<file path="config.mk">
export PLATFORM = sky130hd
export DESIGN_NAME = bus_arb
export DESIGN_NICKNAME = d
export VERILOG_FILES = /design/src/rtl/mycpu_pkg.sv /design/src/rtl/bus_arb.sv
export SDC_FILE = /design/constraint.sdc
export NUM_CORES = 1
export LEC_CHECK = 0
export BUFFER_PORTS_ARGS = -buffer_cell sky130_fd_sc_hd__buf_2
export CAP_MARGIN = 0
export CELL_PAD_IN_SITES_DETAIL_PLACEMENT = 1
export CELL_PAD_IN_SITES_GLOBAL_PLACEMENT = 1
export CORE_MARGIN = 2
export CORE_UTILIZATION = 36
export CTS_BUF_LIST = sky130_fd_sc_hd__clkbuf_8
export DETAILED_ROUTE_END_ITERATION = 7
export PLACE_DENSITY = 0.87
export SLEW_MARGIN = 0
export SYNTH_ARGS = -nofsm -noshare
export SYNTH_HDL_FRONTEND = slang
export SYNTH_SLANG_ARGS = --single-unit
</file>
<file path="constraint.sdc">
create_clock -name clk -period 2.2 [get_ports clk]
set_clock_uncertainty 0.1 [all_clocks]
set_input_delay 0.44 -clock clk [delete_from_list [all_inputs] [get_ports clk]]
set_output_delay 0.44 -clock clk [all_outputs]
set_load 0.1 [all_outputs]
</file>
<file path="src/rtl/mycpu_pkg.sv">
// Shared types and defaults for the mycpu bus arbiter.
//   arb_state_t : arbiter FSM states
//   owner_t     : which requester currently holds the bus
//   ARB_*_DEF   : default wait-state and starvation limits
package mycpu_pkg;

  typedef enum logic [1:0] {
    ARB_IDLE,
    ARB_ACCESS,
    ARB_ACK
  } arb_state_t;

  typedef enum logic {
    OWN_CPU,
    OWN_DMA
  } owner_t;

  localparam int ARB_WAIT_STATES_DEF = 1;
  localparam int ARB_STARVE_MAX_DEF  = 4;

endpackage

</file>
<file path="src/rtl/bus_arb.sv">
// Two-requester arbiter (CPU datapath and DMA/loader) for the single mycpu
// memory/IO bus. One access at a time; each access holds the bus for
// WAIT_STATES+1 cycles, then a one-cycle ack state returns read data.
//
// State table:
//   ARB_IDLE   | sample requests, grant and latch the access onto bus_*
//   ARB_ACCESS | bus_en high; count down wait states, capture read data
//   ARB_ACK    | owner's ack flag high for this cycle; requests ignored
//
// Ports:
//   clk, rst_n                      clock, async active-low reset
//   cpu_req/we/iom/addr/wdata_in    CPU request (level, held until stall drops)
//   cpu_rdata_out, cpu_stall_out    CPU read data (registered), stall (comb)
//   dma_req/we/iom/addr/wdata_in    DMA request fields
//   dma_rdata_out, dma_ack_out      DMA read data, one-cycle completion pulse
//   bus_en/we/iom/addr/wdata_out    latched bus access
//   bus_rdata_in                    bus read data, valid in last access cycle
module bus_arb
  import mycpu_pkg::*;
#(
  parameter int ADDR_W      = 16,
  parameter int DATA_W      = 16,
  parameter int WAIT_STATES = ARB_WAIT_STATES_DEF,
  parameter int STARVE_MAX  = ARB_STARVE_MAX_DEF
) (
  input  logic              clk,
  input  logic              rst_n,
  input  logic              cpu_req_in,
  input  logic              cpu_we_in,
  input  logic              cpu_iom_in,
  input  logic [ADDR_W-1:0] cpu_addr_in,
  input  logic [DATA_W-1:0] cpu_wdata_in,
  output logic [DATA_W-1:0] cpu_rdata_out,
  output logic              cpu_stall_out,
  input  logic              dma_req_in,
  input  logic              dma_we_in,
  input  logic              dma_iom_in,
  input  logic [ADDR_W-1:0] dma_addr_in,
  input  logic [DATA_W-1:0] dma_wdata_in,
  output logic [DATA_W-1:0] dma_rdata_out,
  output logic              dma_ack_out,
  output logic              bus_en_out,
  output logic              bus_we_out,
  output logic              bus_iom_out,
  output logic [ADDR_W-1:0] bus_addr_out,
  output logic [DATA_W-1:0] bus_wdata_out,
  input  logic [DATA_W-1:0] bus_rdata_in
);

  localparam int WAIT_W   = (WAIT_STATES > 0) ? $clog2(WAIT_STATES + 1) : 1;
  localparam int STARVE_W = (STARVE_MAX > 0) ? $clog2(STARVE_MAX + 1) : 1;
  localparam logic [WAIT_W-1:0]   WAIT_INIT  = WAIT_W'(WAIT_STATES);
  localparam logic [STARVE_W-1:0] STARVE_SAT = STARVE_W'(STARVE_MAX);

  arb_state_t          state_q, state_d;
  owner_t              owner_q, owner_d;
  logic [WAIT_W-1:0]   wait_cnt_q, wait_cnt_d;
  logic [STARVE_W-1:0] starve_cnt_q, starve_cnt_d;
  logic                bus_en_q, bus_en_d;
  logic                bus_we_q, bus_we_d;
  logic                bus_iom_q, bus_iom_d;
  logic [ADDR_W-1:0]   bus_addr_q, bus_addr_d;
  logic [DATA_W-1:0]   bus_wdata_q, bus_wdata_d;
  logic [DATA_W-1:0]   cpu_rdata_q, cpu_rdata_d;
  logic [DATA_W-1:0]   dma_rdata_q, dma_rdata_d;
  logic                cpu_ack_q, cpu_ack_d;
  logic                dma_ack_q, dma_ack_d;

  always_comb begin
    state_d      = state_q;
    owner_d      = owner_q;
    wait_cnt_d   = wait_cnt_q;
    starve_cnt_d = starve_cnt_q;
    bus_en_d     = 1'b0;
    bus_we_d     = bus_we_q;
    bus_iom_d    = bus_iom_q;
    bus_addr_d   = bus_addr_q;
    bus_wdata_d  = bus_wdata_q;
    cpu_rdata_d  = cpu_rdata_q;
    dma_rdata_d  = dma_rdata_q;
    cpu_ack_d    = 1'b0;
    dma_ack_d    = 1'b0;

    unique case (state_q)
      ARB_IDLE: begin
        if (!dma_req_in) starve_cnt_d = '0;
        if (dma_req_in && (!cpu_req_in || starve_cnt_q == STARVE_SAT)) begin
          owner_d      = OWN_DMA;
          bus_we_d     = dma_we_in;
          bus_iom_d    = dma_iom_in;
          bus_addr_d   = dma_addr_in;
          bus_wdata_d  = dma_wdata_in;
          starve_cnt_d = '0;
          wait_cnt_d   = WAIT_INIT;
          bus_en_d     = 1'b1;
          state_d      = ARB_ACCESS;
        end else if (cpu_req_in) begin
          owner_d     = OWN_CPU;
          bus_we_d    = cpu_we_in;
          bus_iom_d   = cpu_iom_in;
          bus_addr_d  = cpu_addr_in;
          bus_wdata_d = cpu_wdata_in;
          // A CPU win over a waiting DMA implies the counter is below the
          // limit, so the increment cannot overshoot.
          if (dma_req_in) starve_cnt_d = starve_cnt_q + 1'b1;
          wait_cnt_d  = WAIT_INIT;
          bus_en_d    = 1'b1;
          state_d     = ARB_ACCESS;
        end
      end
      ARB_ACCESS: begin
        if (wait_cnt_q != '0) begin
          wait_cnt_d = wait_cnt_q - 1'b1;
          bus_en_d   = 1'b1;
        end else begin
          if (!bus_we_q) begin
            if (owner_q == OWN_DMA) dma_rdata_d = bus_rdata_in;
            else                    cpu_rdata_d = bus_rdata_in;
          end
          if (owner_q == OWN_DMA) dma_ack_d = 1'b1;
          else                    cpu_ack_d = 1'b1;
          state_d = ARB_ACK;
        end
      end
      ARB_ACK: begin
        state_d = ARB_IDLE;
      end
      default: begin
        state_d = ARB_IDLE;
      end
    endcase
  end

  always_ff @(posedge clk or negedge rst_n) begin
    if (!rst_n) begin
      state_q      <= ARB_IDLE;
      owner_q      <= OWN_CPU;
      wait_cnt_q   <= '0;
      starve_cnt_q <= '0;
      bus_en_q     <= 1'b0;
      bus_we_q     <= 1'b0;
      bus_iom_q    <= 1'b0;
      bus_addr_q   <= '0;
      bus_wdata_q  <= '0;
      cpu_rdata_q  <= '0;
      dma_rdata_q  <= '0;
      cpu_ack_q    <= 1'b0;
      dma_ack_q    <= 1'b0;
    end else begin
      state_q      <= state_d;
      owner_q      <= owner_d;
      wait_cnt_q   <= wait_cnt_d;
      starve_cnt_q <= starve_cnt_d;
      bus_en_q     <= bus_en_d;
      bus_we_q     <= bus_we_d;
      bus_iom_q    <= bus_iom_d;
      bus_addr_q   <= bus_addr_d;
      bus_wdata_q  <= bus_wdata_d;
      cpu_rdata_q  <= cpu_rdata_d;
      dma_rdata_q  <= dma_rdata_d;
      cpu_ack_q    <= cpu_ack_d;
      dma_ack_q    <= dma_ack_d;
    end
  end

  // Stall releases in the ack cycle so the cu advances exactly once.
  assign cpu_stall_out = cpu_req_in & ~cpu_ack_q;
  assign cpu_rdata_out = cpu_rdata_q;
  assign dma_rdata_out = dma_rdata_q;
  assign dma_ack_out   = dma_ack_q;
  assign bus_en_out    = bus_en_q;
  assign bus_we_out    = bus_we_q;
  assign bus_iom_out   = bus_iom_q;
  assign bus_addr_out  = bus_addr_q;
  assign bus_wdata_out = bus_wdata_q;

endmodule

</file>
# == Word level (Yosys, flattened, before mapping) ==
# Index checks and enable logic that the tools add are counted.
# Widths: inputs -> output; s select.
# totals
reg_bits,76
output_inout_bits,69
elab_cells,67
# op_classes
add_sub_neg,2
eq_ne,4
muxes,32
bitwise_logic,5
n_reduce_logical,11
# op_table
operator,count
$mux 16,4
$mux 1,18
$mux 3,4
$reduce_and 4->1,2
$mux 2,3
$reduce_and 2->1,3
$not 1->1,4
$pmux 1 s2,2
$pmux 2 s2,1
$reduce_bool 2->1,2
$add 3x1->3 const B,1
$eq 3x3->1 const B,1
$ne 3x3->1 const B,1
$eq 2x1->1 const B,1
$logic_not 2->1,1
$ne 2x2->1 const B,1
$and 1x1->1,1
$logic_and 1x1->1,1
$logic_not 1->1,1
$logic_or 1x1->1,1
$sub 1x1->1 const B,1

# == Longest topological paths before layout ==
# logic_depth
ltp_word,5
mapped_depth,8

# == Worst setup path before layout ==
# OpenSTA, ideal clock, no wires.
# synth_path
kind,in2out
startpoint,in cpu_req_in
endpoint,out cpu_stall_out
t_arrival_ns,1.774
required_time_ns,1.660
slack_ns,-0.114
cell_stages,1
path_cell_list,nor2b_1
# synth_via
elab_chain_len,1
# synth_rtl
element,line,source
from (decl),bus_arb.sv:28,"input logic cpu_req_in,"
$and 1x1->1,bus_arb.sv:167,assign cpu_stall_out = cpu_req_in & ~cpu_ack_q;
to (decl),bus_arb.sv:34,"output logic cpu_stall_out,"
# Every way passes these cells.

# == Worst setup path after layout ==
# layout_path
startpoint,reg state_q[0]
endpoint,"reg dma_rdata_q[7], in the netlist dma_rdata_out[7]"
# layout_via
elab_chain_len,2
# layout_rtl
element,line,source
from (decl),bus_arb.sv:55,"arb_state_t state_q, state_d;"
from (signal assigned),bus_arb.sv:150,state_q <= state_d;
$eq 2x1->1,bus_arb.sv:84,unique case (state_q)
$reduce_and 4->1 (no source line),-,
to (signal assigned),bus_arb.sv:160,dma_rdata_q <= dma_rdata_d;
to (decl),bus_arb.sv:65,"logic [DATA_W-1:0] dma_rdata_q, dma_rdata_d;"
# Every way passes these cells.
# A chain may end at the register's enable or synchronous reset.

==> qor.tcl <==
set qor(post_drt_via_cell_ratio) 5.152
set qor(final_period_minus_worst_setup_slack_ns) 1.896
set qor(worstPathCellList) {or3b_4, clkinv_2, nand3_4, mux2_4}
set qor(parity_gate_share_of_the_synthesized_area_counting_xor_and_xnor_cells) 0
set qor(synth_simple_gate_area_share) 0.1473
set qor(number_of_failing_hold_endpoints_at_the_final_stage) 0
set qor(mappedNetlistNets) 400
set qor(crit_buf_inv) 1
set qor(crit_path_start_kind) {flop}
set qor(worst_setup_path_end_kind) {flop}
set qor(post_cts_resized) 0
set qor(synthArstFlopShare) 1.000
set qor(hold_path_endpoint) {dma_rdata_out[2]$_DFFE_PN0P_}
set qor(drt_first_iter_violations) 106
set qor(yosys_warnings) 0
set qor(n_antenna_cell) 0
set qor(timing.max_cap.violations) 0
set qor(layout.nets) 548
set qor(synth-compound-area-share) 0.1017
set qor(r2r_setup_slack_ns) 0.30
set qor(netlist.top_cell.by_area) {sky130_fd_sc_hd__dfrtp_1}
set qor(ys_top_cells_by_area) {sky130_fd_sc_hd__dfrtp_1, sky130_fd_sc_hd__o221ai_1, sky130_fd_sc_hd__mux2_2}
set qor(clk_pin_slew_worst_paths_ns) 0.09
set qor(timing.fmax_ghz) 0.5274
set qor(tritoncts_sink_count) 76
set qor(timing.hold.worst_path_depth) 2
set qor(synth_ff_type) {sky130_fd_sc_hd__dfrtp_1}
set qor(floorplan.core_area_um2) 9328
set qor(cts_max_path_buffers) 2
set qor(required_ns) 2.33
set qor(detail_route.wirelength_um) 10420
set qor(die_footprint_um2) 10480
set qor(maximum_number_of_pins_on_one_net_before_global_route_repair) 50
set qor(globalRoute.totalOverflow) 0
set qor(die_height_um) 102.4
set qor(run_status) {completed}
set qor(place.port_buffers) 156
set qor(setup_violations) 0
set qor(rows) 35
set qor(path_depth) 4
set qor(regToRegStartpoint) {state_q[0]$_DFFE_PN0P_}
set qor(synth_common_cells) {sky130_fd_sc_hd__dfrtp_1, sky130_fd_sc_hd__inv_1, sky130_fd_sc_hd__nand3_1, sky130_fd_sc_hd__nand4_1, sky130_fd_sc_hd__o221ai_1}
set qor(crit_path_max_fanout) 16
set qor(hpwlAfterDp_um) 7619
set qor(overall_fraction_of_global_route_tracks_in_use) 0.2005
set qor(route.detailed.drc) 0
set qor(number_of_enable_flip_flop_cells_after_synthesis) 0
set qor(yosysSeqAreaShare) 0.5460
set qor(floorplan.initialDensity) 0.3734
set qor(r2r_cells) 4
set qor(first_global_vias) 3206
set qor(post-place-cells) 575
set qor(cpPeakStageDelay_ns) 0.49
set qor(muxShareOfSynthArea) 0.1171
set qor(cts-hold-fix-buffers) 1
set qor(postCtsSetupBuffers) 0
set qor(area_delta_synth_final_pct) 31.65
set qor(crit_arrival_ns) 2.02
set qor(synth_most_common_cell) {sky130_fd_sc_hd__dfrtp_1}
set qor(design.portCount) 157
set qor(hold_path_class) {input pin to flop}
set qor(unrepaired_setup_endpoints_after_global_routing) {false}
set qor(cp_top_family) {simple AND/OR/NAND/NOR gates}
set qor(postSynthCellCount) 310
set qor(fin_cells) 592
set qor(worstHoldStart) {bus_rdata_in[2]}
set qor(drt_pre_antenna_iters) 4
set qor(tritoncts.num_buffers) 9
set qor(number_of_levels_the_h_tree_was_split_into) 3
set qor(worst-slew-pin-transition_ns) 0.5145
set qor(route.antenna.remaining_nets) 0
set qor(critical_path.slowest_cell) {sky130_fd_sc_hd__dfrtp_1}
set qor(clock_latency_ns) 0.34
set qor(final_worst_path_period_share) 0.8619
set qor(clockRootBuffer) {sky130_fd_sc_hd__clkbuf_8}
set qor(post_synth_instance_area_um2) 3483
set qor(share_of_post_route_cells_with_drive_strength_above_1) 0.4773
set qor(grt_first_pass_wirelength_um) 16180
set qor(place.gp.congestion) 0.7197
set qor(cts_tree) {yes}
set qor(worstReg2RegEnd) {dma_rdata_out[7]$_DFFE_PN0P_}
set qor(die-width_um) 102.4
set qor(max_slew_margin) 0.6594
set qor(area_fraction_of_the_dominant_cell_type_after_synthesis) 0.5460
set qor(vias) 3050
set qor(timing_max_transition_violations_final) 0
set qor(synthesis.area_per_instance_um2) 11.24
set qor(main_combinational_cell_family_by_area_after_synthesis) {simple AND/OR/NAND/NOR gates}
set qor(synth_cell_type_count) 29
set qor(timing.setup.critical_path_class) {flop to flop}
set qor(initial_antenna_violation_count) 0
set qor(finalSetupTns_ns) 0
set qor(wl_per_cell_um) 17.60
set qor(synth_fa_ha_area_frac) 0.007184
set qor(ys_ff_latch) 76
-- worst max-delay path by stage --
| stage | slack (ns) | start | endpoint |
|---|---|---|---|
| 2_1_floorplan | 0.16 | bus_we_out$_DFFE_PN0P_ | dma_rdata_out[0]$_DFFE_PN0P_ |
| 3_3_place_gp | 0.35 | state_q[1]$_DFFE_PN0P_ | dma_rdata_out[4]$_DFFE_PN0P_ |
| 3_5_place_dp | 0.32 | state_q[0]$_DFFE_PN0P_ | cpu_rdata_out[3]$_DFFE_PN0P_ |
| 4_1_cts | 0.30 | state_q[0]$_DFFE_PN0P_ | cpu_rdata_out[2]$_DFFE_PN0P_ |
| 5_1_grt | 0.19 | state_q[0]$_DFFE_PN0P_ | dma_rdata_out[7]$_DFFE_PN0P_ |
| 6_report | 0.30 | state_q[0]$_DFFE_PN0P_ | dma_rdata_out[7]$_DFFE_PN0P_ |
-- layout make-up --
class	count	area, µm²
Clock inverter	7	51.30
Clock buffer	9	123.9
Tap cell	129	161.4
Timing Repair Buffer	167	893.4
Sequential cell	76	1902
Fill cell	1073	4742
Inverter	38	143.9
Multi-Input combinational cell	166	1310
-- sequential cells by signal (all words and copies together) (netlist names) --
signal,count
bus_addr_out,16
bus_en_out,1
bus_iom_out,1
bus_wdata_out,16
bus_we_out,1
cpu_ack_q,1
cpu_rdata_out,16
dma_ack_out,1
dma_rdata_out,16
owner_q,1
starve_cnt_q,3
state_q,2
wait_cnt_q,1
-- worst reg2reg max path, delay by kind of cell, from the launching register on --
kind                   cells  cell delay [ns]
buffers and inverters      1             0.09
muxes                      1             0.39
and+or+nand+nor            2             0.71
DFF                        1             0.49
-- logic make-up (layout without fill, tap and decap cells) --
kind of cell | after synthesis | after routing
buf+inv | 68 | 221
simple gates | 88 | 88
fa+ha+maj | 2 | 2
mux | 33 | 33
flops | 76 | 76
compound gates | 43 | 43
-- cells in the final DEF, fill, tap and decap left out, types with 3 or more instances in the layout --
| cell type | n |
|---|---|
| sky130_fd_sc_hd__and2_1 | 3 |
| sky130_fd_sc_hd__buf_2 | 155 |
| sky130_fd_sc_hd__buf_4 | 9 |
| sky130_fd_sc_hd__clkbuf_8 | 9 |
| sky130_fd_sc_hd__clkinvlp_4 | 4 |
| sky130_fd_sc_hd__dfrtp_1 | 76 |
| sky130_fd_sc_hd__inv_1 | 38 |
| sky130_fd_sc_hd__mux2_2 | 22 |
| sky130_fd_sc_hd__mux2_4 | 10 |
| sky130_fd_sc_hd__nand2_1 | 6 |
| sky130_fd_sc_hd__nand3_1 | 35 |
| sky130_fd_sc_hd__nand4_1 | 35 |
| sky130_fd_sc_hd__o21ai_0 | 4 |
| sky130_fd_sc_hd__o221ai_1 | 34 |
-- per-layer routing --
layer	global-route usage	part of all wire	vias to the layer above
met5	0	0	-
met4	0.06564	0.011	0
met3	0.04651	0.079	11
met2	0.3563	0.50	121
met1	0.2398	0.41	1489
li1	-	-	1429
-- per-stage QoR --
stage / cell area, µm² / hold slack (ns) / util / setup slack, ns
2_1_floorplan: 3486 / 0.04441 / - / 0.1617
3_3_place_gp: 4400 / 0.2840 / 0.4718 / 0.3542
3_5_place_dp: 4400 / 0.2995 / 0.4718 / 0.3188
4_1_cts: 4586 / 0.2184 / 0.4916 / 0.2963
5_1_grt: 4586 / 0.2136 / 0.4916 / 0.1927
6_report: 4586 / 0.2368 / 0.4916 / 0.3038
Power is left out: the tool's default activity adds up to more than one toggle a clock period on the data nets, which glitch-free logic cannot reach.
